[config.mk]
export PLATFORM = sky130hd
export DESIGN_NAME = adsr_env_flat
export DESIGN_NICKNAME = d
export VERILOG_FILES = /design/src/rtl/adsr_pkg.sv /design/src/rtl/adsr_env_if.sv /design/src/rtl/adsr_env.sv /design/src/flat_wrapper.sv
export SDC_FILE = /design/constraint.sdc
export NUM_CORES = 1
export LEC_CHECK = 0
export BUFFER_PORTS_ARGS = -buffer_cell sky130_fd_sc_hd__buf_2
export CAP_MARGIN = 20
export CORE_MARGIN = 8
export CORE_UTILIZATION = 50
export CTS_BUF_LIST = sky130_fd_sc_hd__clkbuf_16
export CTS_CLUSTER_SIZE = 24
export DETAILED_ROUTE_END_ITERATION = 6
export PLACE_DENSITY = 0.78
export SYNTH_ARGS = -nofsm -noshare
export SYNTH_HDL_FRONTEND = slang
export SYNTH_SLANG_ARGS = --single-unit
[constraint.sdc]
create_clock -name i_clk -period 4.2 [get_ports i_clk]
set_input_delay 0.84 -clock i_clk [delete_from_list [all_inputs] [get_ports i_clk]]
set_output_delay 0.84 -clock i_clk [all_outputs]
set_load 0.005 [all_outputs]
[src/rtl/adsr_pkg.sv]
// adsr_pkg: ADSR envelope state encoding and unity-level constant
package adsr_pkg;
  typedef enum logic [2:0] {IDLE, ATTACK, DECAY, SUSTAIN, RELEASE} adsr_state_t;
  localparam logic [15:0] ENV_ONE = 16'h4000;
endpackage

[src/rtl/adsr_env_if.sv]
// adsr_env_if: tick, note pulses, step/sustain settings in; envelope, valid, busy out
interface adsr_env_if #(parameter int ACC_W = 32, parameter int ENV_W = 16);
  logic             i_en;
  logic             i_note_on;
  logic             i_note_off;
  logic [ACC_W-1:0] i_attack_step;
  logic [ACC_W-1:0] i_decay_step;
  logic [ENV_W-1:0] i_sustain_lvl;
  logic [ACC_W-1:0] i_release_step;
  logic [ENV_W-1:0] o_env;
  logic             o_env_valid;
  logic             o_busy;
  modport master (
    output i_en, i_note_on, i_note_off, i_attack_step, i_decay_step, i_sustain_lvl, i_release_step,
    input  o_env, o_env_valid, o_busy
  );
  modport slave (
    input  i_en, i_note_on, i_note_off, i_attack_step, i_decay_step, i_sustain_lvl, i_release_step,
    output o_env, o_env_valid, o_busy
  );
endinterface

[src/rtl/adsr_env.sv]
// adsr_env: ADSR envelope generator (i_clk, async i_reset_n, bus = tick/notes/steps in, Q2.14 env/valid/busy out)
module adsr_env import adsr_pkg::*; #(
  parameter int ACC_W = 32,
  parameter int ENV_W = 16
) (
  input  logic       i_clk,
  input  logic       i_reset_n,
  adsr_env_if.slave  bus
);
  localparam logic [ACC_W:0] ONE = (ACC_W+1)'(1) << (ACC_W-2);
  adsr_state_t state, state_n;
  logic [ACC_W-1:0] acc, acc_n;
  logic on_pend, off_pend, on_t, off_t;
  logic [ENV_W-1:0] sus_lvl;
  logic [ACC_W:0] sus, att_sum, dec_lim;
  always_comb begin
    on_t = on_pend | bus.i_note_on;
    off_t = off_pend | bus.i_note_off;
    sus_lvl = bus.i_sustain_lvl > ENV_W'(ENV_ONE) ? ENV_W'(ENV_ONE) : bus.i_sustain_lvl;
    sus = (ACC_W+1)'(sus_lvl) << (ACC_W-ENV_W);
    att_sum = {1'b0, acc} + {1'b0, bus.i_attack_step};
    dec_lim = sus + {1'b0, bus.i_decay_step};
    state_n = state;
    acc_n = acc;
    if (bus.i_en) begin
      if (on_t) state_n = ATTACK;
      else if (off_t && state inside {ATTACK, DECAY, SUSTAIN}) state_n = RELEASE;
      else case (state)
        IDLE: acc_n = '0;
        ATTACK: begin
          state_n = (bus.i_attack_step == '0 || att_sum >= ONE) ? DECAY : ATTACK;
          acc_n = (bus.i_attack_step == '0 || att_sum >= ONE) ? ONE[ACC_W-1:0] : att_sum[ACC_W-1:0];
        end
        DECAY: begin
          state_n = (bus.i_decay_step == '0 || {1'b0, acc} <= dec_lim) ? SUSTAIN : DECAY;
          acc_n = (bus.i_decay_step == '0 || {1'b0, acc} <= dec_lim) ? sus[ACC_W-1:0] : acc - bus.i_decay_step;
        end
        SUSTAIN: acc_n = sus[ACC_W-1:0];
        RELEASE: begin
          state_n = (bus.i_release_step == '0 || acc <= bus.i_release_step) ? IDLE : RELEASE;
          acc_n = (bus.i_release_step == '0 || acc <= bus.i_release_step) ? '0 : acc - bus.i_release_step;
        end
        default: begin
          state_n = IDLE;
          acc_n = '0;
        end
      endcase
    end
  end
  always_ff @(posedge i_clk or negedge i_reset_n) begin
    if (!i_reset_n) begin
      state <= IDLE;
      acc <= '0;
      on_pend <= 1'b0;
      off_pend <= 1'b0;
      bus.o_env <= '0;
      bus.o_env_valid <= 1'b0;
      bus.o_busy <= 1'b0;
    end else begin
      state <= state_n;
      acc <= acc_n;
      on_pend <= on_t & ~bus.i_en;
      off_pend <= off_t & ~bus.i_en;
      bus.o_env_valid <= bus.i_en;
      if (bus.i_en) begin
        bus.o_env <= acc_n[ACC_W-1 -: ENV_W];
        bus.o_busy <= state_n != IDLE;
      end
    end
  end
endmodule
[src/flat_wrapper.sv]
// flat-port wrapper written by rule: the top's interface ports become plain ports
module adsr_env_flat import adsr_pkg::*;
#(
  parameter int ACC_W = 32,
  parameter int ENV_W = 16
)
  (i_clk, i_reset_n, bus_i_en, bus_i_note_on, bus_i_note_off, bus_i_attack_step, bus_i_decay_step, bus_i_sustain_lvl, bus_i_release_step, bus_o_env, bus_o_env_valid, bus_o_busy);
  adsr_env_if #(.ACC_W(ACC_W), .ENV_W(ENV_W)) bus_i ();
  input  logic i_clk;
  input  logic i_reset_n;
  input wire logic [$bits(bus_i.i_en)-1:0] bus_i_en;
  input wire logic [$bits(bus_i.i_note_on)-1:0] bus_i_note_on;
  input wire logic [$bits(bus_i.i_note_off)-1:0] bus_i_note_off;
  input wire logic [$bits(bus_i.i_attack_step)-1:0] bus_i_attack_step;
  input wire logic [$bits(bus_i.i_decay_step)-1:0] bus_i_decay_step;
  input wire logic [$bits(bus_i.i_sustain_lvl)-1:0] bus_i_sustain_lvl;
  input wire logic [$bits(bus_i.i_release_step)-1:0] bus_i_release_step;
  output wire logic [$bits(bus_i.o_env)-1:0] bus_o_env;
  output wire logic [$bits(bus_i.o_env_valid)-1:0] bus_o_env_valid;
  output wire logic [$bits(bus_i.o_busy)-1:0] bus_o_busy;
  assign bus_i.i_en = bus_i_en;
  assign bus_i.i_note_on = bus_i_note_on;
  assign bus_i.i_note_off = bus_i_note_off;
  assign bus_i.i_attack_step = bus_i_attack_step;
  assign bus_i.i_decay_step = bus_i_decay_step;
  assign bus_i.i_sustain_lvl = bus_i_sustain_lvl;
  assign bus_i.i_release_step = bus_i_release_step;
  assign bus_o_env = bus_i.o_env;
  assign bus_o_env_valid = bus_i.o_env_valid;
  assign bus_o_busy = bus_i.o_busy;
  adsr_env #(.ACC_W(ACC_W), .ENV_W(ENV_W)) u_core (.i_clk(i_clk), .i_reset_n(i_reset_n), .bus(bus_i));
endmodule
== Word level (Yosys, flattened, before mapping) ==
Index checks and enable logic that the tools add are counted.

* Mux-type cells: 15
* Magnitude comparators: 4
* Divide/modulo/power cells: 0
* Add/sub/neg operators: 4
* Shift-type cells: 0
* Eq/ne operators: 4
* Reduce and logical (&&, ||, !) cells: 12
* $mul: 0
* Bitwise operators: 7

{| class="wikitable"
|+ Operators with widths
! operator !! number
|-
| 32-bit two-way mux || 6
|-
| 32-bit one-hot mux with 4 select lines || 1
|-
| 32-bit zero test || 3
|-
| 32-bit by 32-bit adder with 33-bit output || 2
|-
| 32-bit subtractor || 2
|-
| 33-bit by 31-bit >= comparator with 1-bit output, second input constant || 1
|-
| 32-bit by 33-bit <= comparator with 1-bit output || 1
|-
| 32-bit <= comparator || 1
|-
| 16-bit by 15-bit > comparator with 1-bit output, second input constant || 1
|-
| 16-bit two-way mux || 1
|-
| 3-bit two-way mux || 4
|-
| 3-bit one-hot mux with 4 select lines || 1
|-
| 3-bit by 2-bit equality test with 1-bit output, second input constant || 2
|-
| 3-bit nonzero test || 2
|-
| 3-bit by 1-bit equality test with 1-bit output, second input constant || 1
|-
| 3-bit equality test, second input constant || 1
|-
| 3-bit zero test || 1
|-
| 1-bit logical OR || 3
|-
| 1-bit inverter || 3
|-
| 3-bit AND reduction || 1
|-
| 1-bit bitwise AND || 2
|-
| 2-bit two-way mux || 1
|-
| 1-bit bitwise OR || 2
|-
| 2-bit OR reduction || 1
|-
| 2 further kinds || 2
|}

* ROM bits: 0
* Output and inout port bits: 18
* Memory bits (writable): 0
* Bits in registers: 55
* Input port bits: 117
* Memories: 0
* Latch bits: 0

== Depth between registers and ports, before layout ==
* Word-level depth: 11
* Gate-level depth with buffers: 28

== Worst setup path before layout ==
Ideal clock, no wire load.

* Path type: input to register
* Start: input port bus_i_sustain_lvl[9]
* End: register u_core.acc[29]
* Setup time: 128 ps
* Buffers on the path: 0
* Data required time: 4072 ps
* Path slack: -1740 ps
* Data arrival time: 5812 ps
* Cell stages on the path: 26
* Cell sequence: nor4_1 -> nand4_1 -> a21oi_1 -> and2_1 -> ha_1 -> a21o_1 -> maj3_1 -> a21oi_1 -> nor2b_1 -> o31ai_1 -> a211oi_1 -> a21o_1 -> a21oi_1 -> o21ai_0 -> xnor2_1 -> ha_1 -> nand3_1 -> nor4_1 -> o21ai_0 -> a211oi_1 -> o211ai_2 -> a22o_1 -> and2_1 -> a221o_1 -> nor4_2 -> nor2_1

* Longest elaborated chain between the ends: 10

{| class="wikitable"
|+ Ends and longest elaborated chain
! item !! line !! RTL
|-
| start: declaration || flat_wrapper.sv:16 || <nowiki>input wire logic [$bits(bus_i.i_sustain_lvl)-1:0] bus_i_sustain_lvl;</nowiki>
|-
| 16-bit by 15-bit > comparator with 1-bit output || adsr_env.sv:19 || <nowiki>sus_lvl = bus.i_sustain_lvl > ENV_W'(ENV_ONE) ? ENV_W'(ENV_ONE) : bus.i_sustain_lvl;</nowiki>
|-
| 16-bit two-way mux (*) || adsr_env.sv:19 ||
|-
| 32-bit by 32-bit adder with 33-bit output || adsr_env.sv:22 || <nowiki>dec_lim = sus + {1'b0, bus.i_decay_step};</nowiki>
|-
| 32-bit by 33-bit <= comparator with 1-bit output || adsr_env.sv:36 || <nowiki>acc_n = (bus.i_decay_step == '0 || {1'b0, acc} <= dec_lim) ? sus[ACC_W-1:0] : acc - bus.i_decay_step;</nowiki>
|-
| 1-bit logical OR || adsr_env.sv:36 ||
|-
| 32-bit two-way mux || adsr_env.sv:36 ||
|-
| 32-bit one-hot mux with 4 select lines (*) || adsr_env.sv:28 || <nowiki>else case (state)</nowiki>
|-
| 32-bit two-way mux (*) || adsr_env.sv:27 || <nowiki>else if (off_t && state inside {ATTACK, DECAY, SUSTAIN}) state_n = RELEASE;</nowiki>
|-
| 32-bit two-way mux (*) || adsr_env.sv:26 || <nowiki>if (on_t) state_n = ATTACK;</nowiki>
|-
| 32-bit two-way mux (*) || adsr_env.sv:25 || <nowiki>if (bus.i_en) begin</nowiki>
|-
| net u_core.acc_n[29] || adsr_env.sv:12 || <nowiki>logic [ACC_W-1:0] acc, acc_n;</nowiki>
|-
| end signal: assignment || adsr_env.sv:61 || <nowiki>acc <= acc_n;</nowiki>
|-
| end: declaration || adsr_env.sv:12 ||
|}

The timed path passes the listed nets; every way through them passes the cells marked *.
A chain may end at the register's enable or synchronous reset.

== Worst setup path in the final report ==
* Start: input port bus_i_sustain_lvl[11]
* End: register u_core.acc[23]

Same word-level chain as after synthesis.

==> impl_metrics.tcl <==
set metrics [dict create \
    p_per_area_mw_per_mm2 302 \
    antenna_found_initial 0 \
    leakage_nw 6.12 \
    vias 11459 \
    die_x_microns 153 \
    drt_wl_total_microns 37000 \
    die_y_microns 153 \
    syn_nets 1528 \
    maxCapViolCount 0 \
    clock_path_buffers 2 \
    area_growth_pct 30.3 \
    critical_path_class "input pin to flop" \
    rsz0062_at_grt "yes" \
    ctsHoldBuffers 0 \
    post-route-cell-area_sq_mm 0.0123 \
    clk_latency_ns 0.30 \
    ys_ff_latch 55 \
    violations "negative setup slack" \
    post_drt_wl_per_cell_microns 20.7 \
    cp_data_arrival_time_ns 6.11 \
    synth-main-ff-cell "dfrtp_1" \
    dpl-instance-area_sq_mm 0.0114 \
    avgSynthCellArea_sq_um 7.37 \
    finalCritPeriodShare_pct 141 \
    h-tree-depth 2 \
    cp_slowest_stage_delay_ns 0.40 \
    gp_congestion 1.08 \
    path_common_cell "buf_4" \
    ys_top_cells_by_count "ha_1 (126), a21oi_1 (123), nand2_1 (107), nor2_1 (103), inv_1 (93)" \
    finalHoldViolations 0 \
    dp_hpwl_microns 29300 \
    max_freq_mhz 169 \
    grt_pass1_vias 11044 \
    fin_ws_ns -1.71 \
    layout-drive-gt1-share_pct 26.2 \
    antenna_left 0 \
    period_needed_ns 5.91 \
    setup_violations 50 \
    drt_iter0_markers 1133 \
    cp_slowest_cell "a222oi_1" \
    start_util_pct 50.6 \
    portBuffers 134 \
    finClkSkew_ns 0.00915 \
    synthDistinctLibCells 74 \
    netlist_area_sq_mm 0.00944 \
    fin_nets 1797 \
    ctsRootBufferMaster "clkbuf_16" \
    grt_pass1_wl_microns 56900 \
    num_antenna_cells 0 \
    cp.required_ns 4.40 \
    synth.most_common_cell "ha_1" \
    synthCells 1281 \
    synth_edf_count 0 \
    dieArea_sq_mm 0.0235 \
    hold_class "input pin to async pin" \
    core.rowCount 50 \
    utilization_pct 66.0 \
    maxSlewHeadroom_pct 52.9 \
    core_area_sq_mm 0.0186 \
    ys_warn_count 0 \
    cp-end-kind "flop" \
    cts.sinks 55 \
    slew_violations 0 \
    num_io_pins 135 \
    synthArstFlopShare_pct 100 \
    grt_max_degree 35 \
    synth_top_area_cell "ha_1" \
    yosysTopAreaCellShare_pct 16.7 \
    synth_seq_area_share_pct 14.6 \
    ir_drop_uv 206 \
    status "finished with violations" \
    tightest_slew_ns 0.701 \
    critPathMaxFanout 3 \
    numCtsBuffers 5 \
    clk_pin_slew_ns 0.08 \
    grtUsageTotal_pct 29.5 \
    nFillCells 1514 \
    first_pass_iters 6 \
    drc 0 \
    start_kind "input pin" \
    vias_per_cell 6.42 \
    cts_tree "done" \
    grt-ovfl-total 0 \
    yosys-top-cells-area "ha_1 (17%), dfrtp_1 (15%), a21oi_1 (6.5%)" \
]
cell type report:
| cell class | count | area (sq um) | area share (%) |
|---|---|---|---|
| clock buffers | 5 | 125 | 1.02 |
| clock inverters | 3 | 47.5 | 0.387 |
| inverters | 94 | 360 | 2.93 |
| multi-input cells | 1096 | 8110 | 65.9 |
| flip-flops and latches | 55 | 1380 | 11.2 |
| well taps | 234 | 293 | 2.38 |
| repair buffers | 298 | 1990 | 16.2 |
what timing repair did:
action	4_1_cts	5_1_grt
gates cloned	3	0
resized for setup	89	46
pin swaps	46	68
endpoints found under the setup margin	50	50
buffers inserted	11	16
power breakdown:
| group | leakage [nW] | internal (mW) | switching [mW] | total [mW] |
|---|---|---|---|---|
| logic | 5.30 | 1.03 | 1.43 | 2.46 |
| clock network | 0.0844 | 0.285 | 0.205 | 0.490 |
| registers | 0.730 | 0.609 | 0.152 | 0.761 |
worst max-delay path: cells and delay by family:
family                     cells  cell delay [ns]
AOI/OAI and AO/OA             12             2.43
adders and majority gates      3             0.83
and+or+nand+nor                9             1.17
xor gates and xnor gates       1             0.13
buffers and inverters          7             0.74
placed cells by master, fill, tap and decap left out, drive strengths merged, types with 48 or more instances in the layout:
cell type,count
a21o,48
a21oi,123
buf,297
dfrtp,55
ha,126
inv,94
nand2,107
nor2,105
o21ai,99
xnor2,53
cells by family (layout without fill, tap and decap cells):
| group | count (synthesis) | count (layout) | synth area share [%] |
|---|---|---|---|
| AO/OA/AOI/OAI | 460 | 460 | 31.9 |
| XOR/XNOR | 98 | 98 | 9.09 |
| adder cells (fa/ha/maj) | 132 | 132 | 17.8 |
| buffers and inverters | 130 | 400 | 5.33 |
| flip-flops | 55 | 55 | 14.6 |
| multiplexers | 7 | 7 | 0.742 |
| other | 1 | 1 | 0.0397 |
| AND/OR/NAND/NOR | 398 | 398 | 20.5 |
stage by stage:
step	instances	hold slack [ns]	power (mW)	setup slack [ns]	TNS, ns
after floorplan	1281	0.483	2.19	-1.24	-51.94
after CTS	1779	0.502	3.56	-1.54	-71.09
after detailed placement	1757	0.500	2.97	-1.93	-85.66
after global placement	1756	0.504	2.93	-1.72	-77.18
final	1785	0.490	3.71	-1.71	-75.88
after global routing	1785	0.524	3.93	-1.91	-86.74
state kept, by name, indices dropped and copies added, names as in the netlist:
register                flops
u_core.bus.o_env_valid      1
u_core.off_pend             1
u_core.bus.o_busy           1
u_core.bus.o_env           16
u_core.on_pend              1
u_core.state                3
u_core.acc                 32
layer usage:
metal / routed length [microns] / global-route usage [%]
met5: 0 / 0
met3: 4460 / 5.55
met1: 14400 / 37.6
met4: 1540 / 11.2
met2: 16600 / 48.5
final timing paths:
check	slack (ns)	end	cells after the start	from
max in group asynchronous	2.88	u_core.off_pend	2	i_reset_n
min in group i_clk	0.52	u_core.bus.o_env[11]	1	u_core.bus.o_env[11]
min reg2reg	0.52	u_core.bus.o_env[11]	1	u_core.bus.o_env[11]
min	0.49	u_core.acc[19]	1	i_reset_n
max reg2reg	0.35	u_core.acc[28]	12	u_core.acc[20]
max	-1.71	u_core.acc[23]	32	bus_i_sustain_lvl[11]
Power figures use the tool's default switching activity.
